## src/rtl/active_mapper_tu_if.sv

```systemverilog
// Main-link stream bundle: steered beats in from lane steering, mapped symbols out
// towards the scrambler/encoder.
interface active_mapper_tu_if #(
    parameter int LANES = 4
);
    logic [LANES*8-1:0] main_steered;
    logic               main_valid;
    logic               main_ready;
    logic [LANES*8-1:0] am_active_symbol;
    logic [LANES-1:0]   am_control_sym_flag;
    logic               am_valid;
    logic               am_tu_start;

    modport slave (
        input  main_steered, main_valid,
        output main_ready, am_active_symbol, am_control_sym_flag, am_valid, am_tu_start
    );

    modport master (
        output main_steered, main_valid,
        input  main_ready, am_active_symbol, am_control_sym_flag, am_valid, am_tu_start
    );
endinterface

```

## src/rtl/active_mapper_tu.sv

```systemverilog
// Multi-lane DP SST active-symbol mapper: self-timed Transfer Units of N data
// cycles followed by SS / fill / SE, same symbol class on every lane.
module active_mapper_tu_lane #(
    parameter logic [7:0] SS_SYM    = 8'hFA,
    parameter logic [7:0] SE_SYM    = 8'hFF,
    parameter logic [7:0] STUFF_SYM = 8'h00
) (
    input  logic       clk,
    input  logic       rst_n,
    input  logic       use_data,
    input  logic       ctrl,
    input  logic       ctrl_se,
    input  logic [7:0] data,
    output logic [7:0] sym,
    output logic       flag
);
    always_ff @(posedge clk or negedge rst_n) begin
        if (!rst_n) begin
            sym  <= STUFF_SYM;
            flag <= 1'b0;
        end else begin
            flag <= ctrl;
            if (use_data)  sym <= data;
            else if (ctrl) sym <= ctrl_se ? SE_SYM : SS_SYM;
            else           sym <= STUFF_SYM;
        end
    end
endmodule

module active_mapper_tu #(
    parameter int         LANES     = 4,
    parameter int         TU_SIZE   = 64,
    parameter logic [7:0] SS_SYM    = 8'hFA,
    parameter logic [7:0] SE_SYM    = 8'hFF,
    parameter logic [7:0] STUFF_SYM = 8'h00
) (
    input  logic                 clk,
    input  logic                 rst_n,
    input  logic                 am_en,
    input  logic [6:0]           tu_valid_syms,
    input  logic                 underflow_clr,
    output logic                 am_underflow,
    active_mapper_tu_if.slave    bus
);
    localparam int         CW      = $clog2(TU_SIZE);
    localparam logic [6:0] TU_N    = 7'(TU_SIZE);
    localparam logic [6:0] TU_LAST = 7'(TU_SIZE - 1);

    localparam logic [2:0] S_IDLE = 3'd0;
    localparam logic [2:0] S_DATA = 3'd1;
    localparam logic [2:0] S_SS   = 3'd2;
    localparam logic [2:0] S_FILL = 3'd3;
    localparam logic [2:0] S_SE   = 3'd4;

    logic [2:0]    state, state_nx;
    logic [CW-1:0] tu_cnt, cnt_nx;
    logic [6:0]    n_lat, n_clamped;
    logic [6:0]    cnt_x, cnt_inc;
    logic          latch_n;

    assign cnt_x   = {{(7-CW){1'b0}}, tu_cnt};
    assign cnt_inc = cnt_x + 7'd1;

    // N == TU_SIZE-1 would leave room for SS but not SE, so it is pulled down by one.
    always_comb begin
        n_clamped = tu_valid_syms;
        if (tu_valid_syms == 7'd0)         n_clamped = 7'd1;
        else if (tu_valid_syms == TU_LAST) n_clamped = TU_LAST - 7'd1;
        else if (tu_valid_syms > TU_N)     n_clamped = TU_N;
    end

    always_comb begin
        state_nx = state;
        cnt_nx   = tu_cnt + CW'(1);
        latch_n  = 1'b0;
        if (!am_en) begin
            state_nx = S_IDLE;
            cnt_nx   = '0;
        end else begin
            case (state)
                S_IDLE: begin
                    state_nx = S_DATA;
                    cnt_nx   = '0;
                    latch_n  = 1'b1;
                end
                S_DATA: begin
                    if (cnt_x == TU_LAST) begin
                        cnt_nx  = '0;
                        latch_n = 1'b1;
                    end else if (cnt_inc == n_lat) begin
                        state_nx = S_SS;
                    end
                end
                S_SS:   state_nx = (cnt_inc == TU_LAST) ? S_SE : S_FILL;
                S_FILL: if (cnt_inc == TU_LAST) state_nx = S_SE;
                S_SE: begin
                    state_nx = S_DATA;
                    cnt_nx   = '0;
                    latch_n  = 1'b1;
                end
                default: begin
                    state_nx = S_IDLE;
                    cnt_nx   = '0;
                end
            endcase
        end
    end

    always_ff @(posedge clk or negedge rst_n) begin
        if (!rst_n) begin
            state  <= S_IDLE;
            tu_cnt <= '0;
            n_lat  <= 7'd0;
        end else begin
            state  <= state_nx;
            tu_cnt <= cnt_nx;
            if (latch_n) n_lat <= n_clamped;
        end
    end

    // The IDLE cycle that latches N is set-up only; TU output starts with the first DATA cycle.
    logic src_act, in_data, use_data, ctrl, ufl_evt;
    assign src_act  = am_en & (state != S_IDLE);
    assign in_data  = am_en & (state == S_DATA);
    assign use_data = in_data & bus.main_valid;
    assign ctrl     = src_act & ((state == S_SS) | (state == S_SE));
    assign ufl_evt  = in_data & ~bus.main_valid;
    assign bus.main_ready = in_data;

    logic [LANES-1:0][7:0] sym_q;
    logic [LANES-1:0]      flag_q;
    logic                  vld_q, start_q;

    for (genvar i = 0; i < LANES; i++) begin : g_lane
        active_mapper_tu_lane #(
            .SS_SYM(SS_SYM), .SE_SYM(SE_SYM), .STUFF_SYM(STUFF_SYM)
        ) u_lane (
            .clk      (clk),
            .rst_n    (rst_n),
            .use_data (use_data),
            .ctrl     (ctrl),
            .ctrl_se  (state == S_SE),
            .data     (bus.main_steered[8*i +: 8]),
            .sym      (sym_q[i]),
            .flag     (flag_q[i])
        );
    end

    always_ff @(posedge clk or negedge rst_n) begin
        if (!rst_n) begin
            vld_q        <= 1'b0;
            start_q      <= 1'b0;
            am_underflow <= 1'b0;
        end else begin
            vld_q        <= src_act;
            start_q      <= src_act & (tu_cnt == '0);
            am_underflow <= ufl_evt | (am_underflow & ~underflow_clr);
        end
    end

    assign bus.am_active_symbol    = sym_q;
    assign bus.am_control_sym_flag = flag_q;
    assign bus.am_valid            = vld_q;
    assign bus.am_tu_start         = start_q;
endmodule
```

## src/flat_wrapper.sv

```systemverilog
// flat-port wrapper written by rule: the top's interface ports become plain ports
module active_mapper_tu_flat 
#(
    parameter int         LANES     = 4,
    parameter int         TU_SIZE   = 64,
    parameter logic [7:0] SS_SYM    = 8'hFA,
    parameter logic [7:0] SE_SYM    = 8'hFF,
    parameter logic [7:0] STUFF_SYM = 8'h00
)
  (clk, rst_n, am_en, tu_valid_syms, underflow_clr, am_underflow, bus_main_steered, bus_main_valid, bus_main_ready, bus_am_active_symbol, bus_am_control_sym_flag, bus_am_valid, bus_am_tu_start);
  active_mapper_tu_if #(.LANES(LANES)) bus_i ();
  input  logic clk;
  input  logic rst_n;
  input  logic am_en;
  input  logic [6:0] tu_valid_syms;
  input  logic underflow_clr;
  output logic am_underflow;
  input wire logic [$bits(bus_i.main_steered)-1:0] bus_main_steered;
  input wire logic [$bits(bus_i.main_valid)-1:0] bus_main_valid;
  output wire logic [$bits(bus_i.main_ready)-1:0] bus_main_ready;
  output wire logic [$bits(bus_i.am_active_symbol)-1:0] bus_am_active_symbol;
  output wire logic [$bits(bus_i.am_control_sym_flag)-1:0] bus_am_control_sym_flag;
  output wire logic [$bits(bus_i.am_valid)-1:0] bus_am_valid;
  output wire logic [$bits(bus_i.am_tu_start)-1:0] bus_am_tu_start;
  assign bus_i.main_steered = bus_main_steered;
  assign bus_i.main_valid = bus_main_valid;
  assign bus_main_ready = bus_i.main_ready;
  assign bus_am_active_symbol = bus_i.am_active_symbol;
  assign bus_am_control_sym_flag = bus_i.am_control_sym_flag;
  assign bus_am_valid = bus_i.am_valid;
  assign bus_am_tu_start = bus_i.am_tu_start;
  active_mapper_tu #(.LANES(LANES), .TU_SIZE(TU_SIZE), .SS_SYM(SS_SYM), .SE_SYM(SE_SYM), .STUFF_SYM(STUFF_SYM)) u_core (.clk(clk), .rst_n(rst_n), .am_en(am_en), .tu_valid_syms(tu_valid_syms), .underflow_clr(underflow_clr), .am_underflow(am_underflow), .bus(bus_i));
endmodule
```

## config.mk

```make
export PLATFORM = sky130hd
export DESIGN_NAME = active_mapper_tu_flat
export DESIGN_NICKNAME = d
export VERILOG_FILES = /design/src/rtl/active_mapper_tu_if.sv /design/src/rtl/active_mapper_tu.sv /design/src/flat_wrapper.sv
export SDC_FILE = /design/constraint.sdc
export NUM_CORES = 1
export LEC_CHECK = 0
export CAP_MARGIN = 15
export CELL_PAD_IN_SITES_DETAIL_PLACEMENT = 1
export CELL_PAD_IN_SITES_GLOBAL_PLACEMENT = 1
export CORE_MARGIN = 4
export CORE_UTILIZATION = 44
export DETAILED_ROUTE_END_ITERATION = 8
export DONT_BUFFER_PORTS = 1
export PLACE_DENSITY_LB_ADDON = 0.1
export SETUP_SLACK_MARGIN = 0.15
export SLEW_MARGIN = 0
export SYNTH_ARGS = -nofsm -noshare
export SYNTH_HDL_FRONTEND = slang
export SYNTH_SLANG_ARGS = --single-unit
```

## constraint.sdc

```tcl
create_clock -name clk -period 3.9 [get_ports clk]
set_input_delay 0.78 -clock clk [delete_from_list [all_inputs] [get_ports clk]]
set_output_delay 0.78 -clock clk [all_outputs]
set_load 0.02 [all_outputs]
```

Word-level counts from Yosys, hierarchy flattened

Index checks and enable logic that the tools add are counted.

Register bits after elaboration: 52
Latch bits: 0
Memory bits (writable): 0
Memory bits (read-only): 0
Input port bits: 44
Logic and storage cells: 64
Memories: 0

Add/subtract/negate cells: 2
$mul: 0
Div/mod/pow operators: 0
Magnitude comparators: 1
Eq/ne operators: 11
Shift operators: 0
Muxes and demuxes: 21
Bitwise logic cells: 11
Reductions and logical operators: 7

Operators with widths:

| cell                  | number |
|---|---|
| $mux W8               | 5 |
| $mux W7               | 3 |
| $mux W3               | 6 |
| $eq A7 B6 Y1 const B  | 2 |
| $mux W6               | 2 |
| $pmux W3 S4           | 1 |
| $pmux W6 S2           | 1 |
| $add A6 B1 Y7 const B | 1 |
| $and A1 B1 Y1         | 7 |
| $eq A7 B7 Y1          | 1 |
| $gt A7 B7 Y1 const B  | 1 |
| $logic_not A7 Y1      | 1 |
| $add A6 B1 Y6 const B | 1 |
| $eq A3 B2 Y1 const B  | 2 |
| $eq A6 B6 Y1 const B  | 1 |
| $logic_not A6 Y1      | 1 |
| $ne A3 B2 Y1 const B  | 2 |
| $reduce_or A2 Y1      | 2 |
| $eq A3 B1 Y1 const B  | 1 |
| $eq A3 B3 Y1 const B  | 1 |
| $logic_not A3 Y1      | 1 |
| $ne A3 B3 Y1 const B  | 1 |
| $reduce_and A3 Y1     | 1 |
| $reduce_bool A3 Y1    | 1 |
| other kinds (4)       | 7 |

Longest topological paths before layout

Word-level depth: 6
Mapped depth: 8
Depth with buffers taken out: 7

Cells and area by module

A second synthesis with hierarchy kept.

Cells, all modules: 204
Area, all modules: 2357.3 um2

Modules (own cells, without submodules):

| module                | times used | cells each | area each (um2) |
|---|---|---|---|
| active_mapper_tu_lane | 4          | 26         | 326.6 |
| active_mapper_tu      | 1          | 100        | 1051.0 |

Least setup slack after synthesis

No wires, ideal clock.

Path type: input to output
From: input port am_en
To: output port bus_main_ready
Arrival: 1377 ps
Required time: 3120 ps
Setup slack: 1743 ps
Stages: 4
Buffers on the path: 0
Cells stage by stage: and2b_4 -> nand2_1 -> or2_1 -> inv_1

Cells in the longest elaborated chain, start to end: 1

Ends and longest elaborated chain:

| what          | line                    | source |
|---|---|---|
| from (decl)   | flat_wrapper.sv:14      | `input logic am_en;` |
| $and A1 B1 Y1 | active_mapper_tu.sv:124 | `assign in_data = am_en & (state == S_DATA);` |
| to (decl)     | flat_wrapper.sv:20      | `output wire logic [$bits(bus_i.main_ready)-1:0] bus_main_ready;` |

Every way passes these cells.

Worst setup path after layout

From: register u_core.state[2]
To: register u_core.g_lane[3].u_lane.sym[1]

Elaborated cells on any way between the ends: 11

RTL lines:

| what                   | line                    | source |
|---|---|---|
| from (decl)            | active_mapper_tu.sv:55  | `logic [2:0] state, state_nx;` |
| from (signal assigned) | active_mapper_tu.sv:115 | `state <= state_nx;` |
| $eq A3 B1 Y1           | active_mapper_tu.sv:124 |  |
| $and A1 B1 Y1          | active_mapper_tu.sv:124 |  |
| net bus_main_ready     | flat_wrapper.sv:20      |  |
| $and A1 B1 Y1          | active_mapper_tu.sv:125 | `assign use_data = in_data & bus.main_valid;` |
| $mux W8                | active_mapper_tu.sv:23  | `if (use_data) sym <= data;` |
| to (signal assigned)   | active_mapper_tu.sv:23  |  |
| to (signal assigned)   | active_mapper_tu.sv:24  | `else if (ctrl) sym <= ctrl_se ? SE_SYM : SS_SYM;` |
| to (decl)              | active_mapper_tu.sv:14  | `output logic [7:0] sym,` |

The timed path passes the listed nets, and every way through them passes these cells.
A chain may end at the register's enable or synchronous reset.

==> impl_results.md <==
* Outcome: complete, no violations
* Post-layout min period at ~2.4 ns
* Sw power at around 0.00033 W
* Mapped Area at 2321 um^2
* Total negative slack at 0 ns
* Max frequency at 0.4088 GHz
* Non-filler cells, final at about 260
* Pwr per Cell Area at about 520 nW/um^2
* Vias in the first global route at between 1500 and 2000
* Leakage at about 1.4 nW
* CTS tree: yes
* Final Power at around 0.0013 W
* CTS Hold Bufs at 0
* Final ANT Viol Nets at 0
* Max-slew violation count at 0
* Reg clk slew, reported paths at around 0.09 ns
* # diodes at 0
* Critical R2R Capture: u_core.g_lane[3].u_lane.sym[1]
* RR Startpoint: u_core.state[2]
* Crit path kind: reg -> reg
* Critical path data required time at about 4.1 ns
* Fillers at between 500 and 600
* R2R setup slack at 1.45 ns
* Comb pwr share at 0.126
* Clock Latency Late Sink at roughly 0.30 ns
* GPL Wtd Cong at around 0.8
* Remaining DRCs at 0
* Placed cells at between 200 and 250
* Synth Flop Type: dfrtp_1
* TritonCTS Buffers at 5
* Skew final at 0.003957 ns
* Critical path endpoint category: register
* Top Ports at between 80 and 90
* Area Overhead vs Synth at 4.798%
* EDFF count, synth at 0
* Wire length per cell at roughly 19 um
* Seq/Total Area, Yosys at 0.5606
* Pre-antenna DRT Iters at 4
* Pint at 0.0009412 W
* CTS resizes at 0
* Via Count at 1418
* Setup crit end: u_core.g_lane[3].u_lane.sym[1]
* Global-route wire length before repair at roughly 7.7 mm
* Crit path max fanout at 32
* Die height at between 80 and 90 um
* DPL Wire Length at about 3.5 mm
* Hold crit path type: in -> async
* Syn_area_per_cell at around 12 um^2
* Period utilization at 0.6273
* Reg power frac at 0.546
* IO Port Bufs at 0
* Final Util at 0.4762
* Row count at 26
* Post-Layout Inst Area at between 2000 and 2500 um^2
* Nets at between 200 and 250
* Clock tree sinks at 52
* Unrepaired setup endpoints after global routing: false
* Crit path DAT at around 2.7 ns
* Startpoint Class: register
* Initial antenna violation count at 0
* Floorplan core area at a little over 5000 um^2
* Routed WL at roughly 4.8 mm
* Initial core utilization at 0.4544
* Clock buffer depth at 2
* Die area at roughly 6500 um^2
* Placed instance area at 2303 um^2
* Relative slew margins at 0.2715
* Die Wd at slightly above 80 um
* Sw Share at 0.2597
* Initial DRC Count at just over 40
* H-tree depth at 2
* Largest net degree at the start of global routing at 53
* Worst-Margin Slew at roughly 1.1 ns
* Post-CTS Setup Bufs at 0
* Crit path launch: u_core.state[2]
* Layout cells sized above 1 at 0.1075
* Yosys warning total at 0
* Seq cells post-synth at 52
* Finish-stage setup viols at 0
* Global route overflow at 0
* Ys async rst share at 1.000
* Peak VDD IR at between 0.0002 and 0.0003 V
* Max-Cap Viols at 0
* Post-Syn Nets at approximately 240
* Final Hold Viols at 0
* Total GRT Usage at 0.1560
* Clock Power Share at 0.328
* Avg Vias per Cell at ~5.5
* Cell variety after synth at between 40 and 50
* Mapped Cells at ~200
* CTS root buffer: clkbuf_8
* Reg2Reg Depth at 6
## cells by family after synthesis
logic type      count (synthesis)  synth area share
compound gates                 52            0.1617
flops                          52            0.5606
simple gates                   49            0.1240
buf+inv                        23           0.05660
xor+xnor                        9           0.04313
mux                             8           0.03773
fa+ha+maj                       3           0.01617
## critical path, stage by stage, from the launching register on
cell	delay, ns
dfrtp_1	0.45
and2b_4	0.31
nand2_1	0.05
or2_1	0.25
inv_1	0.18
and2_1	0.89
a21o_1	0.24
## Yosys cell counts (2+ instances only)
library cell,instances,area [um^2]
clkbuf_1,5,18.77
nand2b_1,4,25.02
mux2_2,6,67.56
dfrtp_1,52,1301
a21oi_1,5,25.02
a21o_1,33,247.7
nand4_1,2,12.51
mux2i_1,2,20.02
ha_1,3,37.54
buf_4,9,67.56
nor4_1,3,18.77
xnor2_1,5,43.79
buf_2,3,15.01
nor3b_1,2,15.01
nand2_1,11,41.29
nor2_1,6,22.52
and2_1,2,12.51
nor2b_1,4,25.02
nor3_1,2,10.01
and3_1,3,18.77
o22ai_1,2,12.51
a21bo_2,2,20.02
nand3b_1,2,15.01
inv_1,5,18.77
xor2_1,2,17.52
a31oi_1,2,12.51
o21ai_0,2,10.01
## layer usage
metal	up-vias	wire, um	GRT usage
li1	644	-	-
met1	724	1832	0.1795
met2	45	2615	0.2806
met3	5	304	0.04148
met4	0	44	0.04730
met5	-	0	0
## sequential cells by signal, indices dropped and copies added (netlist names)
| signal | flops |
|---|---|
| u_core.g_lane.u_lane.sym | 32 |
| u_core.n_lat | 7 |
| u_core.tu_cnt | 6 |
| u_core.state | 3 |
| u_core.am_underflow | 1 |
| u_core.bus.am_tu_start | 1 |
| u_core.bus.am_valid | 1 |
| u_core.g_lane.u_lane.flag | 1 |
## through the flow
stage | hold WS (ns) | setup slack (ns)
floorplan | 0.4810 | 1.743
global placement | 0.4856 | 1.374
detailed placement | 0.4856 | 1.243
CTS | 0.1590 | 1.447
global route | 0.1467 | 1.247
finish | 0.1661 | 1.454
## worst min-delay path by stage
stage	startpoint	end	cells after the start
after floorplan	rst_n	u_core.am_underflow	0
after global placement	rst_n	u_core.g_lane[0].u_lane.sym[1]	0
after detailed placement	rst_n	u_core.g_lane[0].u_lane.sym[1]	0
after CTS	rst_n	u_core.g_lane[0].u_lane.flag	0
after global routing	rst_n	u_core.g_lane[0].u_lane.flag	0
final	rst_n	u_core.g_lane[0].u_lane.flag	0
## layout make-up
| cell class | instances | area [um^2] | share of cell area |
|---|---|---|---|
| flip-flops and latches | 52 | 1301 | 0.5350 |
| multi-input cells | 121 | 888.4 | 0.3652 |
| well taps | 70 | 87.58 | 0.03601 |
| clock buffers | 5 | 68.82 | 0.02829 |
| clock inverters | 2 | 60.06 | 0.02469 |
| inverters | 5 | 18.77 | 0.007716 |
| repair buffers | 1 | 7.507 | 0.003086 |
## cell usage in the layout, fill, tap and decap left out, drive strengths merged, types with 3 or more instances in the layout
cell type | synthesis | routed
xor2 | 3 | 3
nor4 | 3 | 3
mux2 | 6 | 6
xnor2 | 5 | 5
a21bo | 3 | 3
nor3b | 3 | 3
and3 | 3 | 3
a21o | 33 | 33
dfrtp | 52 | 52
o21ai | 3 | 3
nand2b | 4 | 4
nor2b | 4 | 4
ha | 3 | 3
a21oi | 5 | 5
inv | 5 | 5
nand2 | 11 | 11
nor2 | 6 | 6
clkbuf | 5 | 5
## power groups by stage
| stage | registers [W] | clock network, W | logic (W) |
|---|---|---|---|
| after floorplan | 0.000679 | 0 | 0.000156 |
| after global placement | 0.000704 | 0 | 0.000155 |
| after detailed placement | 0.000707 | 0 | 0.000163 |
| after CTS | 0.000697 | 0.000428 | 0.000163 |
| after global routing | 0.000704 | 0.000445 | 0.000180 |
| final | 0.000695 | 0.000416 | 0.000160 |
(Power assumes the default switching activity.)
